**src/rtl/memseq_pkg.sv**
```systemverilog
// Shared types and constants for the memory-port sequencer.
package memseq_pkg;

    // Wait-state counter width; covers read latencies 1..7.
    localparam int LAT_W = 3;

    typedef enum logic [1:0] {
        IDLE  = 2'b00,
        ISSUE = 2'b01,
        WAIT  = 2'b10,
        DONE  = 2'b11
    } state_e;

    typedef enum logic {
        OWN_FETCH = 1'b0,
        OWN_DATA  = 1'b1
    } owner_e;

endpackage

```
**src/rtl/mem_arbiter.sv**
```systemverilog
// Grant pick between the fetch and load/store requesters.
// Optional macro MEMSEQ_RR_EN: round-robin on ties using a last-grant bit
// (reset to data, so the first tie goes to fetch). Without it, data always
// wins over fetch and no state is kept here.
module mem_arbiter
    import memseq_pkg::*;
(
`ifdef MEMSEQ_RR_EN
    input  logic   clk_i,
    input  logic   rst_ni,
    input  logic   grant_en_i,
`endif
    input  logic   fetch_req_i,
    input  logic   data_req_i,
    output owner_e grant_o,
    output logic   grant_valid_o
);

    assign grant_valid_o = fetch_req_i | data_req_i;

`ifdef MEMSEQ_RR_EN
    owner_e last_q;

    // On a tie, hand the port to whoever did not get it last time.
    always_comb begin
        grant_o = OWN_FETCH;
        if (fetch_req_i && data_req_i) begin
            grant_o = (last_q == OWN_DATA) ? OWN_FETCH : OWN_DATA;
        end else if (data_req_i) begin
            grant_o = OWN_DATA;
        end
    end

    // Remember the most recent grant actually taken by the sequencer.
    always_ff @(posedge clk_i or negedge rst_ni) begin
        if (!rst_ni) begin
            last_q <= OWN_DATA;
        end else if (grant_en_i) begin
            last_q <= grant_o;
        end
    end
`else
    // Fixed priority: data over fetch.
    always_comb begin
        grant_o = data_req_i ? OWN_DATA : OWN_FETCH;
    end
`endif

endmodule

```
**src/rtl/mem_sequencer.sv**
```systemverilog
// Sequences the shared memory port between instruction fetch and load/store.
// One access at a time: IDLE -> ISSUE -> (WAIT x READ_LAT) -> DONE -> IDLE.
// Optional macro MEMSEQ_RR_EN selects round-robin arbitration in mem_arbiter.
//
// state | meaning
// IDLE  | no access; arbitrate and latch owner/address/data on a request
// ISSUE | drive latched address/data; MemWr high for stores
// WAIT  | read wait states; capture MemDataOut when counter reaches 1
// DONE  | one-cycle Done pulse to the owner; always returns to IDLE
module mem_sequencer
    import memseq_pkg::*;
#(
    parameter int ADDR_W   = 32,
    parameter int DATA_W   = 32,
    parameter int READ_LAT = 2
) (
    input  logic              clk_i,
    input  logic              rst_ni,
    input  logic              fetch_req_i,
    input  logic [ADDR_W-1:0] fetch_addr_i,
    output logic              fetch_done_o,
    output logic [DATA_W-1:0] fetch_data_o,
    input  logic              data_req_i,
    input  logic              data_wr_i,
    input  logic [ADDR_W-1:0] data_addr_i,
    input  logic [DATA_W-1:0] data_wdata_i,
    output logic              data_done_o,
    output logic [DATA_W-1:0] data_rdata_o,
    output logic [ADDR_W-1:0] mem_addr_o,
    output logic              mem_wr_o,
    output logic [DATA_W-1:0] mem_wdata_o,
    input  logic [DATA_W-1:0] mem_rdata_i,
    output logic              busy_o,
    output logic [1:0]        state_o
);

    state_e             state_q, state_d;
    owner_e             owner_q, owner_d;
    logic [ADDR_W-1:0]  addr_q, addr_d;
    logic [DATA_W-1:0]  wdata_q, wdata_d;
    logic               wr_q, wr_d;
    logic [LAT_W-1:0]   cnt_q, cnt_d;
    logic [DATA_W-1:0]  fdata_q, fdata_d;
    logic [DATA_W-1:0]  drdata_q, drdata_d;

    owner_e             grant;
    logic               grant_valid;

`ifdef MEMSEQ_RR_EN
    logic               grant_en;
    assign grant_en = (state_q == IDLE) && grant_valid;
`endif

    mem_arbiter u_arb (
`ifdef MEMSEQ_RR_EN
        .clk_i         (clk_i),
        .rst_ni        (rst_ni),
        .grant_en_i    (grant_en),
`endif
        .fetch_req_i   (fetch_req_i),
        .data_req_i    (data_req_i),
        .grant_o       (grant),
        .grant_valid_o (grant_valid)
    );

    // Next-state, latching and wait-state counting for the access FSM.
    always_comb begin
        state_d  = state_q;
        owner_d  = owner_q;
        addr_d   = addr_q;
        wdata_d  = wdata_q;
        wr_d     = wr_q;
        cnt_d    = cnt_q;
        fdata_d  = fdata_q;
        drdata_d = drdata_q;
        case (state_q)
            IDLE: begin
                if (grant_valid) begin
                    owner_d = grant;
                    addr_d  = (grant == OWN_DATA) ? data_addr_i : fetch_addr_i;
                    wr_d    = (grant == OWN_DATA) && data_wr_i;
                    wdata_d = data_wdata_i;
                    state_d = ISSUE;
                end
            end
            ISSUE: begin
                if (wr_q) begin
                    state_d = DONE;
                end else begin
                    cnt_d   = LAT_W'(READ_LAT);
                    state_d = WAIT;
                end
            end
            WAIT: begin
                cnt_d = cnt_q - LAT_W'(1);
                if (cnt_q == LAT_W'(1)) begin
                    if (owner_q == OWN_DATA) begin
                        drdata_d = mem_rdata_i;
                    end else begin
                        fdata_d = mem_rdata_i;
                    end
                    state_d = DONE;
                end
            end
            default: begin
                state_d = IDLE;
            end
        endcase
    end

    // State and datapath registers; reset discards any access in flight.
    always_ff @(posedge clk_i or negedge rst_ni) begin
        if (!rst_ni) begin
            state_q  <= IDLE;
            owner_q  <= OWN_FETCH;
            addr_q   <= '0;
            wdata_q  <= '0;
            wr_q     <= 1'b0;
            cnt_q    <= '0;
            fdata_q  <= '0;
            drdata_q <= '0;
        end else begin
            state_q  <= state_d;
            owner_q  <= owner_d;
            addr_q   <= addr_d;
            wdata_q  <= wdata_d;
            wr_q     <= wr_d;
            cnt_q    <= cnt_d;
            fdata_q  <= fdata_d;
            drdata_q <= drdata_d;
        end
    end

    // Outputs decode from registered state only; no request path reaches them.
    assign mem_addr_o   = addr_q;
    assign mem_wdata_o  = wdata_q;
    assign mem_wr_o     = (state_q == ISSUE) && wr_q;
    assign fetch_done_o = (state_q == DONE) && (owner_q == OWN_FETCH);
    assign data_done_o  = (state_q == DONE) && (owner_q == OWN_DATA);
    assign fetch_data_o = fdata_q;
    assign data_rdata_o = drdata_q;
    assign busy_o       = (state_q != IDLE);
    assign state_o      = state_q;

endmodule

```
**config.mk**
```make
export PLATFORM = sky130hd
export DESIGN_NAME = mem_sequencer
export DESIGN_NICKNAME = d
export VERILOG_FILES = /design/src/rtl/memseq_pkg.sv /design/src/rtl/mem_arbiter.sv /design/src/rtl/mem_sequencer.sv
export SDC_FILE = /design/constraint.sdc
export NUM_CORES = 1
export LEC_CHECK = 0
export ABC_AREA = 1
export BUFFER_PORTS_ARGS = -buffer_cell sky130_fd_sc_hd__buf_2
export CORE_ASPECT_RATIO = 0.75
export CORE_MARGIN = 2
export CORE_UTILIZATION = 40
export DETAILED_ROUTE_END_ITERATION = 10
export PLACE_DENSITY_LB_ADDON = 0.1
export SETUP_SLACK_MARGIN = 0.5
export SYNTH_ARGS = -nofsm -noshare
export SYNTH_HDL_FRONTEND = slang
export SYNTH_HIERARCHICAL = 1
export SYNTH_SLANG_ARGS = --single-unit
```
**constraint.sdc**
```tcl
create_clock -name clk_i -period 4.15 [get_ports clk_i]
set_input_delay 0.415 -clock clk_i [delete_from_list [all_inputs] [get_ports clk_i]]
set_output_delay 0.415 -clock clk_i [all_outputs]
set_load 0.01 [all_outputs]
```
## Yosys cells after proc, flatten, opt, wreduce, memory -nomap -nowiden

Index checks and enable logic that the tools add are counted.

| cells by class | value |
|---|---|
| $add $sub $neg | 1 |
| equal/unequal tests | 7 |
| multiplexer cells | 8 |
| bitwise operators | 2 |
| reductions and logical operators | 12 |

Operators with widths:

| kind | number |
|---|---|
| $mux 32 | 1 |
| $ne 2x2->1 const B | 3 |
| $pmux 2 s3 | 1 |
| $pmux 3 s2 | 1 |
| $reduce_and 2->1 | 3 |
| $reduce_and 3->1 | 2 |
| $eq 2x2->1 const B | 2 |
| $logic_and 1x1->1 | 4 |
| $mux 2 | 2 |
| $reduce_bool 2->1 | 2 |
| $eq 3x1->1 const B | 1 |
| $mux 3 | 1 |
| $sub 3x1->3 const B | 1 |
| $eq 2x1->1 const B | 1 |
| $logic_not 2->1 | 1 |
| $mux 1 | 2 |
| $not 1->1 | 1 |
| $or 1x1->1 | 1 |

| storage, ports and cells | value |
|---|---|
| flip-flop bits (word level) | 135 |
| input bits | 133 |
| output and inout bits | 134 |

## Depth between registers and ports, before layout

Gate-level depths: netlist of the first run.

| logic depth | value |
|---|---|
| depth after elaboration | 3 |
| gate-level depth with buffers | 8 |

## Cells and area by module

The synthesis of the first run kept the hierarchy.

Modules (own cells, without submodules):

| module | instances | cells each | area each (um2) | seq. area each (um2) |
|---|---|---|---|---|
| mem_sequencer | 1 | 661 | 5,878.1 | 3,378.2 |
| mem_arbiter | 1 | 4 | 18.8 | 0.0 |

## Worst setup path before layout of the first run

No wires, ideal clock.

| path | value |
|---|---|
| kind | flip-flop to flip-flop |
| start point | register state_q[0], in the netlist state_o[0] |
| end point | register addr_q[25], in the netlist mem_addr_o[25] |
| setup time | 0.123 ns |
| arrival | 1.307 ns |
| path slack | 2.719 ns |
| stages on the path, launching flop included | 9 |
| period minus slack after synthesis | 1.431 ns |
| cell sequence | dfrtp_1 inv_1 ha_1 nand2_2 inv_2 buf_4 buf_6 nor2_1 a21oi_2 |

| on the way | value |
|---|---|
| word-level cells in the longest chain between the ends | 2 |

RTL lines:

| what | RTL line | text |
|---|---|---|
| start: declaration | mem_sequencer.sv:37 | `state_e state_q, state_d;` |
| start signal: assignment | mem_sequencer.sv:123 | `state_q <= state_d;` |
| $logic_not 2->1 | mem_sequencer.sv:76 | `case (state_q)` |
| $reduce_and 2->1 (no source line) | n/a |  |
| end signal: assignment | mem_sequencer.sv:125 | `addr_q <= addr_d;` |
| end: declaration | mem_sequencer.sv:39 | `logic [ADDR_W-1:0] addr_q, addr_d;` |

No other way between the ends.
A chain may end at the register's enable or synchronous reset.

## Worst setup path after layout of the first run

| path | value |
|---|---|
| start point | register cnt_q[1] |
| end point | register drdata_q[18], in the netlist data_rdata_o[18] |

| on the way | value |
|---|---|
| word-level cells in the longest chain between the ends | 2 |

RTL lines:

| what | RTL line | text |
|---|---|---|
| start: declaration | mem_sequencer.sv:42 | `logic [LAT_W-1:0] cnt_q, cnt_d;` |
| start signal: assignment | mem_sequencer.sv:128 | `cnt_q <= cnt_d;` |
| $eq 3x1->1 | mem_sequencer.sv:96 | `if (cnt_q == LAT_W'(1)) begin` |
| $reduce_and 3->1 (no source line) | n/a |  |
| end signal: assignment | mem_sequencer.sv:130 | `drdata_q <= drdata_d;` |
| end: declaration | mem_sequencer.sv:44 | `logic [DATA_W-1:0] drdata_q, drdata_d;` |

No other way between the ends.

==> flow_metrics.tcl, run 1 <==
set metrics [dict create \
    worstSetupEndpointType "flop" \
    required_ns 4.43 \
    synth_top_family_by_area "simple AND/OR/NAND/NOR gates" \
    outcome "complete, no violations" \
    ios 267 \
    numCtsBuffers 17 \
    fmax_mhz 424 \
    synth_mux_area_share_pct 0 \
    slew_headroom_pct 37.0 \
    die_h_um 109 \
    pwr-share-comb_pct 40.4 \
    cts_tree "built" \
    synth-seq-area-share_pct 57.3 \
    antenna_cells 0 \
    hp-class "primary input to asynchronous set/reset pin" \
    syn_nets 805 \
    hold_viol 0 \
    clock_latency_ns 0.41 \
    antenna_found_initial 0 \
    arrival_ns 2.64 \
    tightest_slew_ns 0.944 \
    post_cts_buffers 0 \
    irDropWorstVdd_v 0.000364 \
    cts.sinks 135 \
    first_global_vias 5138 \
    synth_area_um2 5900 \
    fin_nets 1046 \
    synthDistinctLibCells 21 \
    cp-start-kind "flop" \
    layout_commonest_cell "nand2_1" \
    syn_inst 665 \
    slew_viol_final 0 \
    gp_congestion 0.770 \
    cts.clk_slew.worst_paths_ns 0.06 \
    path_max_fanout 66 \
    core-area_um2 14500 \
    power_frac_seq_pct 36.2 \
    area_growth_pct 31.9 \
    switching_share_pct 40.2 \
    h-tree-depth 4 \
    grt_pass1_wl_um 26400 \
    fill_cells 1412 \
    rsz0062_at_grt "no" \
    synth_fa_ha_area_share_pct 1.49 \
    setup_tns_ns 0 \
    synth.avg_cell_area_um2 8.87 \
    wl_per_cell_um 15.3 \
    synth-compound-area-share_pct 6.32 \
    worstSetupStartpoint "cnt_q[1]" \
    post-route-min-period_ns 2.36 \
    path_class "flop to flop" \
    first_pass_iters 5 \
    hold_buffers 0 \
    overflow 0 \
    finalWirelength_um 17100 \
    first_iter_violations 293 \
    ant_nets 0 \
    setup_viol 0 \
    start_util_pct 40.8 \
    hold_slack_ns 0.104 \
    cts_resized 0 \
    numPortBuffers 266 \
    vias_per_cell 4.84 \
    synth-seq-cells 135 \
    synth_xor_area_share_pct 0 \
    intPower_w 0.00386 \
    fin_worst_skew_ns 0.00985 \
    fp-row-count 38 \
    cts_root_buf "clkbuf_16" \
    grt_max_degree 104 \
    max_cap_violations 0 \
    drcViolationCount 0 \
    fp.dieArea_um2 15700 \
    final_cell_mix "nand2_1, buf_2, dfrtp_1" \
    clockBufferDepth 2 \
    p_leak_nw 4.20 \
    power.density_nw_per_um2 830 \
    drive_above_1_share_pct 34.7 \
    vias 5411 \
    r2r_start "cnt_q[1]" \
    yosys_warnings 6 \
    p_switching_w 0.00259 \
    hpwlAfterDp_um 11700 \
    finalCritPeriodShare_pct 56.8 \
    clkPwrFrac_pct 23.4 \
    track_usage_pct 21.7 \
    die_w_um 144 \
    yosys.area_share.simple_pct 27.6 \
]
-- synthesized netlist by cell type, drive strengths merged --
cell type / n / area [µm²]
nor2: 37 / 139
nand3: 7 / 45.0
clkbuf: 3 / 11.3
nand4: 64 / 400
dfrtp: 135 / 3380
inv: 19 / 73.8
ha: 7 / 87.6
a21oi: 66 / 353
o21ai: 4 / 20.0
nand2: 276 / 1050
buf: 47 / 343
-- metrics by stage --
stage | worst slack, ns | area [µm²] | cells | util (%) | power (W)
finish | 1.79 | 7780 | 1118 | 53.8 | 0.00645
global route | 1.54 | 7780 | 1118 | 53.8 | 0.00694
CTS | 1.79 | 7780 | 1118 | 53.8 | 0.00653
detailed placement | 1.78 | 7180 | 1087 | 49.7 | 0.00498
global placement | 1.90 | 7180 | 1087 | 49.7 | 0.00491
floorplan | 2.72 | 5900 | 665 | - | 0.00399
-- per-layer routing --
layer | GRT usage (%) | share of wire, % | vias to the layer above
met2 | 33.5 | 46 | 221
met5 | 0 | 0 | -
met1 | 29.2 | 44 | 2527
met4 | 6.45 | 1.4 | 0
li1 | - | - | 2644
met3 | 7.29 | 8.2 | 19
-- kinds of logic after synthesis --
kind of cell,count (synthesis)
AND/OR/NAND/NOR,384
AO/OA/AOI/OAI,70
flip-flops,135
adder cells (fa/ha/maj),7
buffers and inverters,69
-- worst max-delay path, stage by stage, from the launching register on --
cell,delay [ns]
dfrtp_1,0.36
inv_1,0.09
ha_1,0.21
nand2_4,0.08
inv_4,0.44
nand3_2,0.72
nand2_1,0.23
nand2_1,0.08
-- final cells by class --
class	instances	area [µm²]	share of cell area (%)
flip-flops and latches	135	3380	43.4
clock inverters	10	119	1.53
clock buffers	21	480	6.18
repair buffers	272	1380	17.8
inverters	19	73.8	0.949
well taps	200	250	3.22
multi-input cells	461	2090	26.9
-- worst paths after layout --
kind                       cells past startpoint  slack [ns]               end
max                                            7        1.79  data_rdata_o[18]
min                                            1        0.10  fetch_data_o[27]
max reg2reg                                    7        1.79  data_rdata_o[18]
min reg2reg                                    2        0.46  fetch_data_o[29]
max in group asynchronous                      2        2.97  data_rdata_o[21]
min in group clk_i                             3        0.19    mem_wdata_o[2]
-- power groups by stage --
stage,clock network [W],registers [W],logic (W)
global placement,0,0.00233,0.00257
floorplan,0,0.00263,0.00137
detailed placement,0,0.00233,0.00265
global route,0.00161,0.00241,0.00291
finish,0.00151,0.00233,0.00261
CTS,0.00155,0.00233,0.00264
-- sequential cells by signal (all words and copies together), names as in the netlist --
signal	flops
mem_wdata_o	32
wr_q	1
cnt_q	3
fetch_data_o	32
data_rdata_o	32
state_o	2
owner_q	1
mem_addr_o	32
(Power assumes the default switching activity.)
==> run 2: changes to the inputs <==
--- a/config.mk
+++ b/config.mk
@@ -5,7 +5,7 @@
 export SDC_FILE = /design/constraint.sdc
 export NUM_CORES = 1
 export LEC_CHECK = 0
-export ABC_AREA = 1
+export ABC_AREA = 0
 export BUFFER_PORTS_ARGS = -buffer_cell sky130_fd_sc_hd__buf_2
 export CORE_ASPECT_RATIO = 0.75
 export CORE_MARGIN = 2
==> constraint.sdc (replaced) <==
create_clock -name clk_i -period 2.3 [get_ports clk_i]
set_input_delay 0.23 -clock clk_i [delete_from_list [all_inputs] [get_ports clk_i]]
set_output_delay 0.23 -clock clk_i [all_outputs]
set_load 0.01 [all_outputs]
==> run 2 against run 1 <==
Sequential cell count unchanged. Sequential power increased by 78%. Power increased by 67%. Register-to-register slack got worse by 1.2 ns. Hold slack got worse by 0.050 ns. Sequential share of layout area increased by 0.18 points. Global-route usage decreased by 2.5 points. Final cell count decreased by 23%. Synthesized cell count decreased by 41%. Clock power increased by 70%. Routed wire length decreased by 20%. Critical path depth decreased by 1. Critical path type unchanged. Largest power group is now sequential cells.
==> flow_metrics.tcl, run 2 <==
set metrics [dict create \
    yosysMostFrequentCell "dfrtp_1" \
    core-area_um2 13600 \
    required_ns 2.58 \
    synthFlopType "dfrtp_1" \
    start_util_pct 40.6 \
    finalCritPeriodShare_pct 75.4 \
    first_global_vias 4371 \
    synthArstFlopShare_pct 100 \
    min-delay-start "data_wdata_i[15]" \
    grt_max_degree 56 \
    hp-class "primary input to flop" \
    place_area_um2 7050 \
    slew_headroom_pct 61.4 \
    reg2reg_slack_ns 0.57 \
    hold_depth 2 \
    p_leak_nw 4.02 \
    hold_viol 0 \
    cp-start-kind "flop" \
    p_switching_w 0.00365 \
    design_area_um2 7750 \
    cts.clk_slew.worst_paths_ns 0.06 \
    numCtsBuffers 17 \
    area_growth_pct 40.3 \
    irDropWorstVdd_v 0.000858 \
    first_iter_violations 120 \
    vias_per_cell 4.72 \
    outcome "complete, no violations" \
    first_pass_iters 5 \
    min_to "mem_wdata_o[15]" \
    fin_worst_skew_ns 0.00847 \
    drive_above_1_share_pct 61.6 \
    layout_setup_ws_ns 0.565 \
    rr_worst_depth 6 \
    gp_congestion 0.748 \
    use_met3_pct 6.72 \
    met2_usage_pct 32.9 \
    fmax_mhz 576 \
    drcViolationCount 0 \
    numPortBuffers 266 \
    cts.sinks 135 \
    path_class "flop to flop" \
    finalWirelength_um 13700 \
    syn_inst 391 \
    cp_top_family "flip-flops" \
    r2r_start "state_o[0]" \
    fin_nets 809 \
    overflow 0 \
    fp-row-count 37 \
    synth_top_area_share_pct 61.2 \
    power.density_nw_per_um2 1390 \
    crit_chain "inv_2 > ha_4 > nor3b_4 > buf_6 > buf_12 > mux2_2" \
    power_w 0.0108 \
    vias 4042 \
    cts_root_buf "clkbuf_16" \
    synth_top_cell_by_area "dfrtp_1" \
    synth-seq-area-share_pct 61.2 \
    slew_viol_final 0 \
    clockBufferDepth 2 \
    die_h_um 106 \
    fill_cells 1170 \
    intPower_w 0.00714 \
    final_cell_mix "buf_2, dfrtp_1, mux2_2" \
    path_max_fanout 16 \
    wl_per_cell_um 15.9 \
    fp.dieArea_um2 14800 \
    switching_share_pct 33.8 \
    pwr-share-comb_pct 37.8 \
    clock_latency_ns 0.40 \
    place_ws_ns 0.408 \
    slowest_stage "dfrtp_2" \
    grt_pass1_wl_um 22200 \
    ios 267 \
    setup_viol 0 \
    synth.area.top_cells "dfrtp_1, mux2_2, mux2i_1" \
    synth_common_cells "dfrtp_1, mux2_2, o21ai_0" \
    synth-seq-cells 135 \
    critPathMaxStageDelay_ns 0.45 \
    antenna_cells 0 \
    track_usage_pct 19.2 \
    layout_commonest_cell "buf_2" \
    rsz0062_at_grt "no" \
    power_frac_seq_pct 38.4 \
    h-tree-depth 4 \
    antenna_found_initial 1 \
    worstSetupEndpointType "flop" \
    tightest_slew_ns 0.580 \
    max_cap_violations 0 \
    cts_tree "built" \
    yosys_warnings 6 \
    grt_util_met1_pct 22.9 \
    synth.avg_cell_area_um2 14.1 \
    clkPwrFrac_pct 23.8 \
    synthDistinctLibCells 24 \
    ant_nets 0 \
    r2r-end "fetch_data_o[11]" \
    hpwlAfterDp_um 9820 \
    synth_edf_count 0 \
    die_w_um 140 \
    cp.buffers_inverters 3 \
    syn_nets 531 \
    setup_tns_ns 0 \
    top_usage_layer "met2" \
    synth_area_um2 5520 \
    post-route-min-period_ns 1.73 \
    arrival_ns 2.02 \
]
run 2: cell types whose count changed after synthesis, moves of 12 or more:
cell,change
a21oi_1,-59
buf_2,-12
mux2_2,+99
mux2i_1,+32
nand2_1,-237
nand4_1,-64
nor2_1,-35
o21ai_0,+34
run 2: layout make-up:
cell class	instances	area, µm²	share of cell area (%)
Sequential cell	135	3380	43.6
Multi-Input combinational cell	228	2020	26.0
Timing Repair Buffer	281	1550	20.0
Clock buffer	20	447	5.76
Tap cell	175	219	2.82
Clock inverter	12	120	1.55
Inverter	6	22.5	0.291
run 2: repair_timing:
action	in CTS	in global routing
endpoints found under the hold margin	52	0
gates resized for setup	5	7
buffers inserted	1	2
gates cloned	2	0
endpoints found under the setup margin	52	57
pin swaps	0	1
hold buffers	1	0
run 2: metal layers:
layer,vias to the layer above,share of wire (%)
met2,156,50
met3,21,7.7
met4,2,1.5
li1,1911,-
met5,-,0.12
met1,1952,40
run 2: how the worst max path moves through the flow:
| stage | from | endpoint | slack, ns | depth (start not counted) |
|---|---|---|---|---|
| floorplan | state_o[0] | fetch_data_o[10] | 0.52 | 6 |
| global placement | state_o[0] | fetch_data_o[23] | 0.47 | 5 |
| detailed placement | state_o[0] | fetch_data_o[2] | 0.41 | 5 |
| CTS | state_o[1] | mem_wr_o | 0.50 | 5 |
| global route | state_o[0] | fetch_data_o[29] | 0.48 | 6 |
| finish | state_o[0] | fetch_data_o[11] | 0.57 | 6 |
run 2: logic make-up (layout without fill, tap and decap cells):
family / count (synthesis) / in the layout / share of synthesized area [%]
AO/OA/AOI/OAI: 41 / 41 / 3.85
adder cells (fa/ha/maj): 7 / 7 / 1.59
buffers and inverters: 28 / 319 / 3.01
flip-flops: 135 / 135 / 61.2
multiplexers: 131 / 131 / 26.0
AND/OR/NAND/NOR: 49 / 49 / 4.40
run 2: power by group through the flow:
stage / Combinational [W] / Sequential, W / Clock [W]
2_1_floorplan: 0.00168 / 0.00468 / 0
3_3_place_gp: 0.00388 / 0.00412 / 0
3_5_place_dp: 0.00398 / 0.00417 / 0
4_1_cts: 0.00411 / 0.00415 / 0.00262
5_1_grt: 0.00449 / 0.00431 / 0.00274
6_report: 0.00407 / 0.00415 / 0.00257
run 2: metrics by stage:
| step | hold WS [ns] | cells | util, % |
|---|---|---|---|
| after floorplan | -0.0656 | 391 | - |
| final | 0.0539 | 857 | 56.9 |
| after global routing | 0.0326 | 857 | 56.9 |
| after CTS | 0.0384 | 855 | 56.7 |
| after global placement | 0.221 | 819 | 51.8 |
| after detailed placement | 0.230 | 819 | 51.8 |
==> run 3: changes to the inputs <==
==> constraint.sdc (replaced) <==
create_clock -name clk_i -period 1.6 [get_ports clk_i]
set_input_delay 0.16 -clock clk_i [delete_from_list [all_inputs] [get_ports clk_i]]
set_output_delay 0.16 -clock clk_i [all_outputs]
set_load 0.01 [all_outputs]
==> run 3 against run 2 <==
The run now ends with negative setup slack left. Design area up 44%. Final cell count increased by 26%. Critical path type unchanged. Fmax rose by 2.9%. Largest cell class is now non-clock buffers.
==> flow_metrics.tcl, run 3 (synthesis results as in run 2) <==
set metrics [dict create \
    r2r_start "state_o[0]" \
    seq_area_um2 3380 \
    post-route-min-period_ns 1.69 \
    antenna_cells 0 \
    hp-class "primary input to flop" \
    drive_above_1_share_pct 71.3 \
    numCtsBuffers 17 \
    hold_viol 0 \
    slew_headroom_pct 61.5 \
    numPortBuffers 266 \
    slew_viol_final 0 \
    antenna_found_initial 0 \
    vias_per_cell 4.75 \
    track_usage_pct 23.9 \
    hpwlAfterDp_um 9870 \
    cts_root_buf "clkbuf_16" \
    setup_viol 57 \
    fmax_mhz 593 \
    fp.dieArea_um2 14800 \
    ios 267 \
    vias 5119 \
    drcViolationCount 0 \
    rsz0062_at_grt "yes" \
    cts_tree "built" \
    area_growth_pct 102 \
    fill_cells 755 \
    finalCritPeriodShare_pct 105 \
    power.density_nw_per_um2 2020 \
    r2r-end "fetch_data_o[7]" \
    fp-row-count 37 \
    first_global_vias 5233 \
    gp_congestion 0.761 \
    overflow 0 \
    die_w_um 140 \
    cts.clk_slew.worst_paths_ns 0.06 \
    irDropWorstVdd_v 0.00118 \
    h-tree-depth 4 \
    first_iter_violations 158 \
    tightest_slew_ns 0.578 \
    rr_worst_depth 6 \
    crit_end "fetch_data_o[7]" \
    max_cap_violations 0 \
    cts.sinks 135 \
    required_ns 1.90 \
    worstSetupEndpointType "flop" \
    wl_per_cell_um 18.2 \
    outcome "finished with violations" \
    fin_nets 1029 \
    die_h_um 106 \
    core-area_um2 13600 \
    utilization_pct 81.8 \
    clockBufferDepth 2 \
    layout_setup_ws_ns -0.0859 \
    first_pass_iters 4 \
    grt_pass1_wl_um 27400 \
    ant_nets 0 \
    arrival_ns 1.98 \
    reg2reg_slack_ns -0.09 \
    finalWirelength_um 19600 \
    path_max_fanout 8 \
    p_leak_nw 5.85 \
    multi_input_area_um2 2710 \
    fin_worst_skew_ns 0.00543 \
    clock_latency_ns 0.42 \
    setup_tns_ns -1.91 \
    worstSetupStartpoint "state_o[0]" \
    cp-start-kind "flop" \
    path_class "flop to flop" \
    violations "negative setup slack" \
    final_cell_mix "buf_2, dfrtp_1, buf_4" \
    grt_max_degree 51 \
    start_util_pct 40.6 \
    layout_commonest_cell "buf_2" \
]
run 3: cell types whose count changed in the layout (fill, tap and decap cells not counted), moves of 16 or more:
cell,delta
o21ai_2,+24
dlygate4sd3_1,+67
mux2_2,-88
buf_4,+100
mux2_4,+88
buf_2,-45
nand2_4,+16
nand2_1,-31
o21ai_0,-38
buf_6,+66
run 3: cell type report:
type,instances,share of cell area (%)
Timing Repair Buffer,501,37.9
Sequential cell,135,30.4
Multi-Input combinational cell,228,24.4
Clock buffer,19,4.07
Tap cell,175,1.97
Clock inverter,13,1.10
Inverter,6,0.292
run 3: worst min-delay path by stage:
stage | startpoint | endpoint | cells after the start
after CTS | fetch_addr_i[6] | mem_addr_o[6] | 3
final | fetch_addr_i[9] | mem_addr_o[9] | 3
after global placement | rst_ni | mem_wdata_o[31] | 1
after global routing | fetch_addr_i[4] | mem_addr_o[4] | 3
after detailed placement | rst_ni | mem_wdata_o[31] | 1
after floorplan | rst_ni | cnt_q[0] | 0
run 3: routing by layer:
metal / vias to the layer above / GRT usage, % / part of all wire [%]
met5: - / 0 / 0
met4: 0 / 7.71 / 1.6
met3: 27 / 6.36 / 5.3
met2: 190 / 42.0 / 54
met1: 2528 / 28.7 / 39
li1: 2374 / - / -
run 3: where the power goes:
part           switching [W]  total, W  internal [W]
Clock                0.00156   0.00379       0.00223
Combinational        0.00474    0.0124       0.00769
Sequential           0.00113   0.00624       0.00511
Total                0.00743    0.0225        0.0150
run 3: stage by stage:
stage | instance area, µm² | power [W] | std cells | hold WS, ns | setup WS, ns
2_1_floorplan | 5600 | 0.00932 | 391 | -0.136 | -0.0852
3_3_place_gp | 7230 | 0.0119 | 831 | 0.111 | -0.0328
3_5_place_dp | 7230 | 0.0120 | 831 | 0.119 | -0.0604
4_1_cts | 9970 | 0.0197 | 991 | 0.00272 | -0.0297
5_1_grt | 11100 | 0.0235 | 1077 | 0.0118 | -0.148
6_report | 11100 | 0.0225 | 1077 | 0.0117 | -0.0859
run 3: timing repair:
item                                    in CTS  in global routing
endpoints found under the hold margin      140                  0
pin swaps                                   28                 26
gates cloned                                14                  5
setup buffers                               46                 81
hold buffers                                68                  0
endpoints found under the setup margin     269                269
resized for setup                          222                 98
run 3: critical path, stage by stage (launching register included):
cell and delay [ns]:
dfrtp_2 0.43, inv_4 0.08, ha_4 0.14, nor3b_4 0.28
buf_6 0.17, buf_12 0.12, mux2_2 0.34
